**src/rtl/cpu_dbg_pkg.sv**
```systemverilog
// Shared types for the CPU clock/debug controller.
// Holds the controller state encoding and the statistics counter width.
// Imported by cpu_clock_ctrl and its breakpoint comparator.
package cpu_dbg_pkg;

    typedef enum logic [1:0] {
        ST_HALT     = 2'd0,
        ST_RUN      = 2'd1,
        ST_STEP_CYC = 2'd2,
        ST_STEP_INS = 2'd3
    } cpu_state_e;

    localparam int CYCLE_CNT_W = 32;

endpackage

```
**src/rtl/cpu_clock_ctrl_bp_match.sv**
```systemverilog
// Breakpoint comparator array with lowest-index priority encoder.
// Purely combinational; the caller decides when the result is sampled.
// Only opcode fetches (sync_i) can match.
module bp_match
    import cpu_dbg_pkg::*;
#(
    parameter int ADDR_W = 16,
    parameter int NUM_BP = 4,
    parameter int IDX_W  = (NUM_BP > 1) ? $clog2(NUM_BP) : 1
) (
    input  logic [ADDR_W-1:0]        addr_i,
    input  logic                     sync_i,
    input  logic [NUM_BP*ADDR_W-1:0] bp_addr_i,
    input  logic [NUM_BP-1:0]        bp_en_i,
    output logic                     any_match_o,
    output logic [IDX_W-1:0]         match_index_o
);

    // Scan from the top entry down so the lowest matching index is the one left standing.
    always_comb begin
        any_match_o   = 1'b0;
        match_index_o = '0;
        for (int i = NUM_BP - 1; i >= 0; i--) begin
            if (bp_en_i[i] && sync_i && (addr_i == bp_addr_i[i*ADDR_W +: ADDR_W])) begin
                any_match_o   = 1'b1;
                match_index_o = IDX_W'(i);
            end
        end
    end

endmodule

```
**src/rtl/cpu_clock_ctrl.sv**
```systemverilog
// Glitch-free divided PHI2 source with run/halt, cycle step, instruction step and breakpoints.
// PHI2 first rises HALF_PERIOD CLKs after leaving HALT; every decision lands on the PHI2 1->0 edge.
// Halt requests never truncate a phase: the current PHI2 period always completes first.
module cpu_clock_ctrl
    import cpu_dbg_pkg::*;
#(
    parameter int ADDR_W          = 16,
    parameter int NUM_BP          = 4,
    parameter int HALF_PERIOD     = 6,
    parameter int MAX_STEP_CYCLES = 16
) (
    input  logic                                         CLK,
    input  logic                                         RESET,
    input  logic                                         RUN,
    input  logic                                         STEP,
    input  logic                                         STEP_MODE,
    input  logic [ADDR_W-1:0]                            A,
    input  logic                                         SYNC,
    input  logic [NUM_BP*ADDR_W-1:0]                     BP_ADDR,
    input  logic [NUM_BP-1:0]                            BP_EN,
    output logic                                         PHI2,
    output logic                                         CYCLE_END,
    output logic                                         HALTED,
    output logic                                         BP_HIT,
    output logic [((NUM_BP > 1) ? $clog2(NUM_BP) : 1)-1:0] BP_INDEX,
    output logic [CYCLE_CNT_W-1:0]                       CYCLE_COUNT
);

    localparam int IDX_W  = (NUM_BP > 1) ? $clog2(NUM_BP) : 1;
    localparam int PH_W   = (HALF_PERIOD > 1) ? $clog2(HALF_PERIOD) : 1;
    localparam int STEP_W = $clog2(MAX_STEP_CYCLES + 1);

    cpu_state_e               state_q;
    logic [PH_W-1:0]          phase_q;
    logic                     phi2_q;
    logic                     cycle_end_q;
    logic                     halted_q;
    logic                     bp_hit_q;
    logic [IDX_W-1:0]         bp_index_q;
    logic [CYCLE_CNT_W-1:0]   cycle_count_q;
    logic [STEP_W-1:0]        step_cnt_q;

    logic                     phase_tc;
    logic                     cycle_end_d;
    logic                     stop_d;
    logic                     any_match;
    logic [IDX_W-1:0]         match_index;

    bp_match #(
        .ADDR_W (ADDR_W),
        .NUM_BP (NUM_BP),
        .IDX_W  (IDX_W)
    ) u_bp_match (
        .addr_i        (A),
        .sync_i        (SYNC),
        .bp_addr_i     (BP_ADDR),
        .bp_en_i       (BP_EN),
        .any_match_o   (any_match),
        .match_index_o (match_index)
    );

    // Last CLK of the high phase: breakpoints, SYNC and RUN are all judged here.
    assign phase_tc    = (phase_q == PH_W'(HALF_PERIOD - 1));
    assign cycle_end_d = (state_q != ST_HALT) && phase_tc && phi2_q;

    // Whether the cycle now ending should be the last one before HALT.
    always_comb begin
        stop_d = 1'b0;
        case (state_q)
            ST_RUN:      stop_d = any_match | ~RUN;
            ST_STEP_CYC: stop_d = 1'b1;
            ST_STEP_INS: stop_d = any_match
                                | ((step_cnt_q != '0) & SYNC)
                                | (step_cnt_q == STEP_W'(MAX_STEP_CYCLES - 1));
            default:     stop_d = 1'b0;
        endcase
    end

    // Controller FSM, phase divider and cycle statistics with registered outputs.
    always_ff @(posedge CLK) begin
        if (RESET) begin
            state_q       <= ST_HALT;
            phase_q       <= '0;
            phi2_q        <= 1'b0;
            cycle_end_q   <= 1'b0;
            halted_q      <= 1'b1;
            bp_hit_q      <= 1'b0;
            bp_index_q    <= '0;
            cycle_count_q <= '0;
            step_cnt_q    <= '0;
        end else begin
            cycle_end_q <= 1'b0;
            case (state_q)
                ST_HALT: begin
                    phase_q <= '0;
                    phi2_q  <= 1'b0;
                    // RUN has priority over a simultaneous STEP.
                    if (RUN) begin
                        state_q  <= ST_RUN;
                        halted_q <= 1'b0;
                        bp_hit_q <= 1'b0;
                    end else if (STEP) begin
                        state_q    <= STEP_MODE ? ST_STEP_INS : ST_STEP_CYC;
                        halted_q   <= 1'b0;
                        bp_hit_q   <= 1'b0;
                        step_cnt_q <= '0;
                    end
                end
                default: begin
                    if (phase_tc) begin
                        phase_q <= '0;
                        phi2_q  <= ~phi2_q;
                    end else begin
                        phase_q <= phase_q + PH_W'(1);
                    end
                    if (cycle_end_d) begin
                        cycle_end_q   <= 1'b1;
                        cycle_count_q <= cycle_count_q + CYCLE_CNT_W'(1);
                        step_cnt_q    <= step_cnt_q + STEP_W'(1);
                        if (any_match) begin
                            bp_hit_q   <= 1'b1;
                            bp_index_q <= match_index;
                        end
                        if (stop_d) begin
                            state_q  <= ST_HALT;
                            halted_q <= 1'b1;
                        end
                    end
                end
            endcase
        end
    end

    assign PHI2        = phi2_q;
    assign CYCLE_END   = cycle_end_q;
    assign HALTED      = halted_q;
    assign BP_HIT      = bp_hit_q;
    assign BP_INDEX    = bp_index_q;
    assign CYCLE_COUNT = cycle_count_q;

endmodule

```
**config.mk**
```make
export PLATFORM = sky130hd
export DESIGN_NAME = cpu_clock_ctrl
export DESIGN_NICKNAME = d
export VERILOG_FILES = /design/src/rtl/cpu_dbg_pkg.sv /design/src/rtl/cpu_clock_ctrl_bp_match.sv /design/src/rtl/cpu_clock_ctrl.sv
export SDC_FILE = /design/constraint.sdc
export NUM_CORES = 1
export LEC_CHECK = 0
export CORE_MARGIN = 5
export CORE_UTILIZATION = 38
export DETAILED_ROUTE_END_ITERATION = 7
export HOLD_SLACK_MARGIN = 0.12
export PLACE_DENSITY = 0.75
export SLEW_MARGIN = 0
export SYNTH_ARGS = -nofsm -noshare
export SYNTH_HDL_FRONTEND = slang
export SYNTH_SLANG_ARGS = --single-unit
```
**constraint.sdc**
```tcl
create_clock -name CLK -period 2.2 [get_ports CLK]
set_input_delay 0.44 -clock CLK [delete_from_list [all_inputs] [get_ports CLK]]
set_output_delay 0.44 -clock CLK [all_outputs]
set_load 0.1 [all_outputs]
```
==> out/metrics.cfg, run 1 <==
[global_routing]
grt_overflow = 0
grt_pass1_wl_um = 14500
grt_max_degree = 17
grt_usage_pct = 18.4
antenna_found_initial = 0
grt_pass1_vias = 2975

[power]
power_uw = 2030
sw_frac_of_total_pct = 24.9
p_sw_uw = 506
pwr-share-clk_pct = 35.7
leakagePower_uw = 0.00182
seqPwrFrac_pct = 43.5
power_density_nw_per_um2 = 437
p_comb_share_pct = 20.8
ir_drop_mv = 0.220
internal_power_uw = 1530

[cts]
cts_sinks = 48
clock_latency_ns = 0.31
cts_buffers = 5
cts.htree.levels = 2
clkTransAtPathRegs_ns = 0.10
cts_hold_buf = 0
clockRootBuffer = clkbuf_8
clock_path_buffers = 2
cts_tree = built

[final_layout]
final_cell_mix = clkdlybuf4s50_1, buf_4, xor2_1, nor2_1, xnor2_1
area_growth_syn_to_layout_pct = 59.2
final_common_cell = clkdlybuf4s50_1
nNetsFinal = 594
antenna_cells = 0
drive_gt1_share_pct = 23.8

[run]
maxCapViolations = 0

[hold_path]
worstHoldPathType = flop to flop
worstHoldPathCells = 1
holdPathEnd = phase_q[0]
worstHoldStart = phase_q[0]

[route]
wl_per_cell_um = 14.8
routed_wl_um = 8920
dr.pass1.iters = 4
drc = 0
drt_iter0_drc = 68
drtAntennaViolNets = 0
vias = 2877
viasPerCell = 4.79

[synth]
synth_seq_cells = 48
synthTopCellsByArea = dfxtp_1, xor2_1, xnor2_1, nor2_1, nand2_1
synth_cell_types = 39
synth_cells = 344
synth_nets = 440
ys_seq_area_share_pct = 32.9
synth_area_um2 = 2920
synth_top_area_share_pct = 32.9
yosysTopAreaCell = dfxtp_1
synth.avg_cell_area_um2 = 8.49
yosysWarnings = 0

[timing]
fin_skew_ns = 0.0150
slew_viol_final = 0
fin_crit_sh_pct = 101
finalHoldViolCount = 0
fmax_mhz = 452
setup_violations = 1
layout_setup_ws_ns = -0.0131
period_needed_ns = 2.21
slew_headroom_pct = 59.5
worst_slew_pin_slew_ns = 0.606
hold_ws_ns = 0.459

[setup_path]
critPathKind = primary input to flop
critPathMaxFanout = 3
r2r-start = step_cnt_q[0]
reg2reg_to = HALTED
worstPathRequired_ns = 2.41
cp-start-kind = primary input
worstSetupEndpointType = flop
reg2reg_slack_ns = 0.13
cp.arrival_ns = 2.42
r2r_cells = 8

[run_status]
violations = setup timing
status = complete, but fails checks

[floorplanning]
core_um2 = 7610
std_cell_rows = 32
pin_count = 128
initial_utilization_pct = 38.4
fp.dieArea_um2 = 9540
die_h_um = 97.7
die_w_um = 97.7

[placed_design]
gp_congestion = 0.867
port_buffers = 127
place_hpwl_um = 7310

-- cells in the mapped netlist --
| master | instances |
|---|---|
| nor4b_1 | 1 |
| dfxtp_1 | 48 |
| nor3_2 | 4 |
| o21ai_0 | 6 |
| xor2_1 | 54 |
| a211oi_1 | 2 |
| and2_1 | 1 |
| nand3_2 | 1 |
| a21oi_1 | 12 |
| a2bb2o_1 | 1 |
| or4b_1 | 1 |
| nor3b_1 | 2 |
| mux2_1 | 3 |
| o32ai_1 | 1 |
| buf_1 | 1 |
| a221o_1 | 1 |
| nand2_1 | 22 |
| o2111a_1 | 1 |
| and3_2 | 1 |
| inv_1 | 11 |
| nor3_1 | 15 |
| or3_4 | 1 |
| nor2_1 | 46 |
| clkbuf_1 | 5 |
| xnor2_1 | 40 |
| nand4_2 | 1 |
| nor4_1 | 10 |
| and3_1 | 2 |
| buf_2 | 2 |
| and4_1 | 5 |
| a211o_1 | 1 |
| or3_1 | 4 |
| nand3b_1 | 1 |
| ha_1 | 6 |
| nand3_1 | 12 |
| a311oi_1 | 2 |
| nand4_1 | 13 |
| nor4_2 | 2 |
| nor2b_1 | 2 |
-- how the worst max path moves through the flow --
stage,from,endpoint,slack (ns),cells past startpoint
2_1_floorplan,CYCLE_COUNT[15],CYCLE_COUNT[30],0.004,6
3_3_place_gp,A[8],BP_INDEX[0],-0.50,7
3_5_place_dp,A[1],BP_INDEX[0],-0.64,7
4_1_cts,step_cnt_q[0],HALTED,0.008,8
5_1_grt,BP_ADDR[13],HALTED,-0.05,8
6_report,BP_ADDR[13],HALTED,-0.01,8
-- flip-flops by register name, summed over array words and instances (netlist names) --
name / flops
BP_INDEX: 2
phase_q: 3
CYCLE_COUNT: 32
step_cnt_q: 5
PHI2: 1
HALTED: 1
state_q: 2
BP_HIT: 1
CYCLE_END: 1
-- per-layer routing --
layer  GRT usage (%)  routed length (um)  share of wire (%)
met4            6.50                 245                2.7
met2            32.3                4690                 53
met3            3.80                 370                4.1
met1            22.0                3610                 40
met5               0                   0                  0
-- cell type report --
| type | count | area (um2) |
|---|---|---|
| multi-input cells | 277 | 1970 |
| clock inverters | 2 | 38.8 |
| fillers | 694 | 2960 |
| flip-flops and latches | 48 | 995 |
| clock buffers | 6 | 93.8 |
| well taps | 102 | 128 |
| inverters | 11 | 41.3 |
| repair buffers | 155 | 1380 |
-- what timing repair did --
item	in CTS	in global routing
setup endpoints to repair	6	8
gates resized for setup	18	21
setup buffers	0	1
pin swaps	3	8
-- power by group through the flow --
stage	clock, uW	combinational [uW]	sequential (uW)
after floorplan	0	142	921
after global placement	0	417	905
after CTS	741	416	885
after detailed placement	0	423	905
final	725	423	883
after global routing	780	456	885
-- metrics by stage --
step	utilization [%]	instance area, um2	cells	setup TNS, ns	setup slack, ns
2_1_floorplan	-	2950	344	0	0.00443
3_3_place_gp	58.2	4420	592	-2.18	-0.498
3_5_place_dp	58.2	4420	592	-2.83	-0.636
4_1_cts	59.8	4550	600	0	0.00847
5_1_grt	61.1	4650	601	-0.0782	-0.0515
6_report	61.1	4650	601	-0.0131	-0.0131
-- worst max-delay path: stages --
cell and delay (ns):
clkdlybuf4s50_1 0.51, xor2_1 0.22, nor4_1 0.10, nand4_1 0.17
o32ai_4 0.12, buf_4 0.15, or3_4 0.39, a221o_1 0.31
-- cell families (layout without fill, tap and decap cells) --
| logic type | Yosys count | count (layout) | share of synthesized area [%] |
|---|---|---|---|
| fa+ha+maj | 6 | 6 | 2.57 |
| xor+xnor | 94 | 94 | 28.2 |
| simple gates | 147 | 147 | 26.8 |
| flops | 48 | 48 | 32.9 |
| buf+inv | 19 | 174 | 2.53 |
| compound gates | 27 | 27 | 5.87 |
| mux | 3 | 3 | 1.16 |
Note: power is estimated with default switching activity, not from simulation.
==> run 2: changes to the inputs <==
- CORE_MARGIN: 5 -> unset
- PLACE_DENSITY: 0.75 -> 0.74
- SETUP_SLACK_MARGIN: unset -> 0.15
==> run 2 against run 1 <==
  * The run now ends clean
  * Die area fell by 16%
  * Routed wire length fell by 0.28%
  * First-iteration DRC count rose by 15%
  * Clock power fell by 20%
  * Setup slack improved by 0.042 ns
  * Largest power group unchanged
==> out/metrics.cfg, run 2 (synthesis gave the netlist of run 1 again) <==
[run_status]
status = complete, no violations  ; was complete, but fails checks

[timing]
fin_crit_sh_pct = 98.7  ; was 101%
rsz0062_at_grt = yes
slew_headroom_pct = 67.7  ; was 59.5%
fin_skew_ns = 0.00966  ; was 0.0150 ns
finalHoldViolCount = 0  ; unchanged
layout_setup_ws_ns = 0.0287  ; was -0.0131 ns
worst_slew_pin_slew_ns = 0.483  ; was 0.606 ns
setup_violations = 0  ; was 1
fin_setup_tns_ns = 0  ; was -0.0131 ns
fmax_mhz = 461  ; was 452 MHz
period_needed_ns = 2.17  ; was 2.21 ns
slew_viol_final = 0  ; unchanged

[final_layout]
final_common_cell = buf_4  ; was clkdlybuf4s50_1
final_cells = 597  ; was 601
largest_reg_flops = 32  ; unchanged
final_cell_mix = buf_4, clkdlybuf4s50_1, xor2_1, nor2_1, xnor2_1  ; was clkdlybuf4s50_1, buf_4, xor2_1, nor2_1, xnor2_1
area_growth_syn_to_layout_pct = 60.0  ; was 59.2%
drive_gt1_share_pct = 25.4  ; was 23.8%
fill_cells = 625  ; was 694
nNetsFinal = 592  ; was 594
fin_area_um2 = 4670  ; was 4650 um2

[route]
routed_wl_um = 8900  ; was 8920 um
drc = 0  ; unchanged
dr.pass1.iters = 4  ; unchanged
drtAntennaViolNets = 0  ; unchanged
viasPerCell = 4.89  ; was 4.79
vias = 2919  ; was 2,877
drt_iter0_drc = 78  ; was 68
wl_per_cell_um = 14.9  ; was 14.8 um

[cts]
clock_latency_ns = 0.30  ; was 0.31 ns
clock_path_buffers = 2  ; unchanged
cts_sinks = 48  ; unchanged
cts.htree.levels = 2  ; unchanged
clkTransAtPathRegs_ns = 0.10  ; about the same
cts_tree = built  ; unchanged
clockRootBuffer = clkbuf_8  ; unchanged
cts_buffers = 5  ; unchanged

[setup_path]
worstPathRequired_ns = 2.40  ; was 2.41 ns
worstSetupEndpointType = flop  ; unchanged
critPathMaxFanout = 3  ; unchanged
slowest_delay_ns = 0.48  ; was 0.51 ns
slowest_stage = clkdlybuf4s50_1  ; unchanged
cp-start-kind = primary input  ; unchanged
cp.arrival_ns = 2.37  ; was 2.42 ns
crit_chain = clkdlybuf4s50_1 > xor2_1 > nor4_2 > nand3_1 > o32ai_4 > buf_4 > or3_4 > a221o_1  ; was clkdlybuf4s50_1 > xor2_1 > nor4_1 > nand4_1 > o32ai_4 > buf_4 > or3_4 > a221o_1
critPathKind = primary input to flop  ; unchanged

[floorplanning]
pin_count = 128  ; unchanged
initial_utilization_pct = 39.8  ; was 38.4%
std_cell_rows = 31  ; was 32
die_w_um = 89.7  ; was 97.7 um
core_um2 = 7330  ; was 7610 um2
fp.dieArea_um2 = 8040  ; was 9540 um2
die_h_um = 89.7  ; was 97.7 um

[power]
ir_drop_mv = 0.204  ; was 0.220 mV
power_density_nw_per_um2 = 400  ; was 437 nW/um2
power_uw = 1870  ; was 2030 uW
leakagePower_uw = 0.00189  ; was 0.00182 uW

[placed_design]
port_buffers = 127  ; unchanged
placed_area_um2 = 4410  ; was 4420 um2
place_hpwl_um = 7010  ; was 7310 um
preCtsSetupSlack_ns = -0.433  ; was -0.636 ns
gp_congestion = 0.898  ; was 0.867
placedCellCount = 584  ; was 592

[run]
maxCapViolations = 0  ; unchanged

[global_routing]
antenna_found_initial = 1  ; was 0
grt_max_degree = 18  ; was 17
grt_pass1_wl_um = 13500  ; was 14,500 um
grt_usage_pct = 22.2  ; was 18.4%
grt_overflow = 0  ; unchanged
grt_pass1_vias = 2803  ; was 2,975

[hold_path]
worstHoldPathType = flop to flop  ; unchanged

-- run 2: cell count changes in the layout (fill, tap and decap cells not counted), moves of 4 or more --
cell and change:
clkdlybuf4s50_1 -10, dfxtp_4 +9, dlymetal6s2s_1 +9, buf_4 -5, dfxtp_2 -5, dfxtp_1 -4
-- run 2: worst max-delay path: cells and delay by family --
family / cells / cell delay [ns]
buffers and inverters: 2 / 0.63
AND/OR/NAND/NOR: 3 / 0.63
AO/OA/AOI/OAI: 2 / 0.46
XOR/XNOR: 1 / 0.21
-- run 2: through the flow --
step / utilization [%] / hold slack [ns]
after floorplan: - / 0.421
after global placement: 60.1 / 0.432
after detailed placement: 60.1 / 0.440
after CTS: 61.9 / 0.458
after global routing: 63.7 / 0.440
final: 63.7 / 0.428
-- run 2: report_power, final --
part	switching [uW]	internal, uW	leakage [uW]
Clock	322	258	0.0000516
Combinational	182	232	0.00143
Sequential	8.60	865	0.000404
-- run 2: path summary, 6_finish.rpt --
check,cells past startpoint,endpoint,slack (ns),start
setup / recovery,8,HALTED,0.03,BP_ADDR[15]
hold / removal,1,phase_q[0],0.43,phase_q[0]
setup reg to reg,8,HALTED,0.12,step_cnt_q[0]
hold reg to reg,1,phase_q[0],0.43,phase_q[0]
-- run 2: per-layer routing --
metal / global-route usage, % / up-vias / share of wire, %
met5: 0 / - / 0
met4: 6.20 / 0 / 1.7
met3: 2.93 / 11 / 3.6
met2: 40.8 / 79 / 53
met1: 26.9 / 1344 / 42
li1: - / 1485 / -
-- run 2: layout make-up --
type,instances,area [um2],share of cell area [%]
tap,99,124,2.65
timing repair buffer,153,1400,29.9
antenna,1,2.50,0.0535
clock inverter,2,13.8,0.295
inverter,11,41.3,0.884
sequential,48,1020,21.9
multi-input combinational,277,1990,42.6
clock buffer,6,82.6,1.77
-- run 2: timing repair --
item,in CTS,in global routing
pin swaps,8,18
resized for setup,30,33
setup endpoints to repair,12,16
hold buffers,0,0
setup buffers,0,4
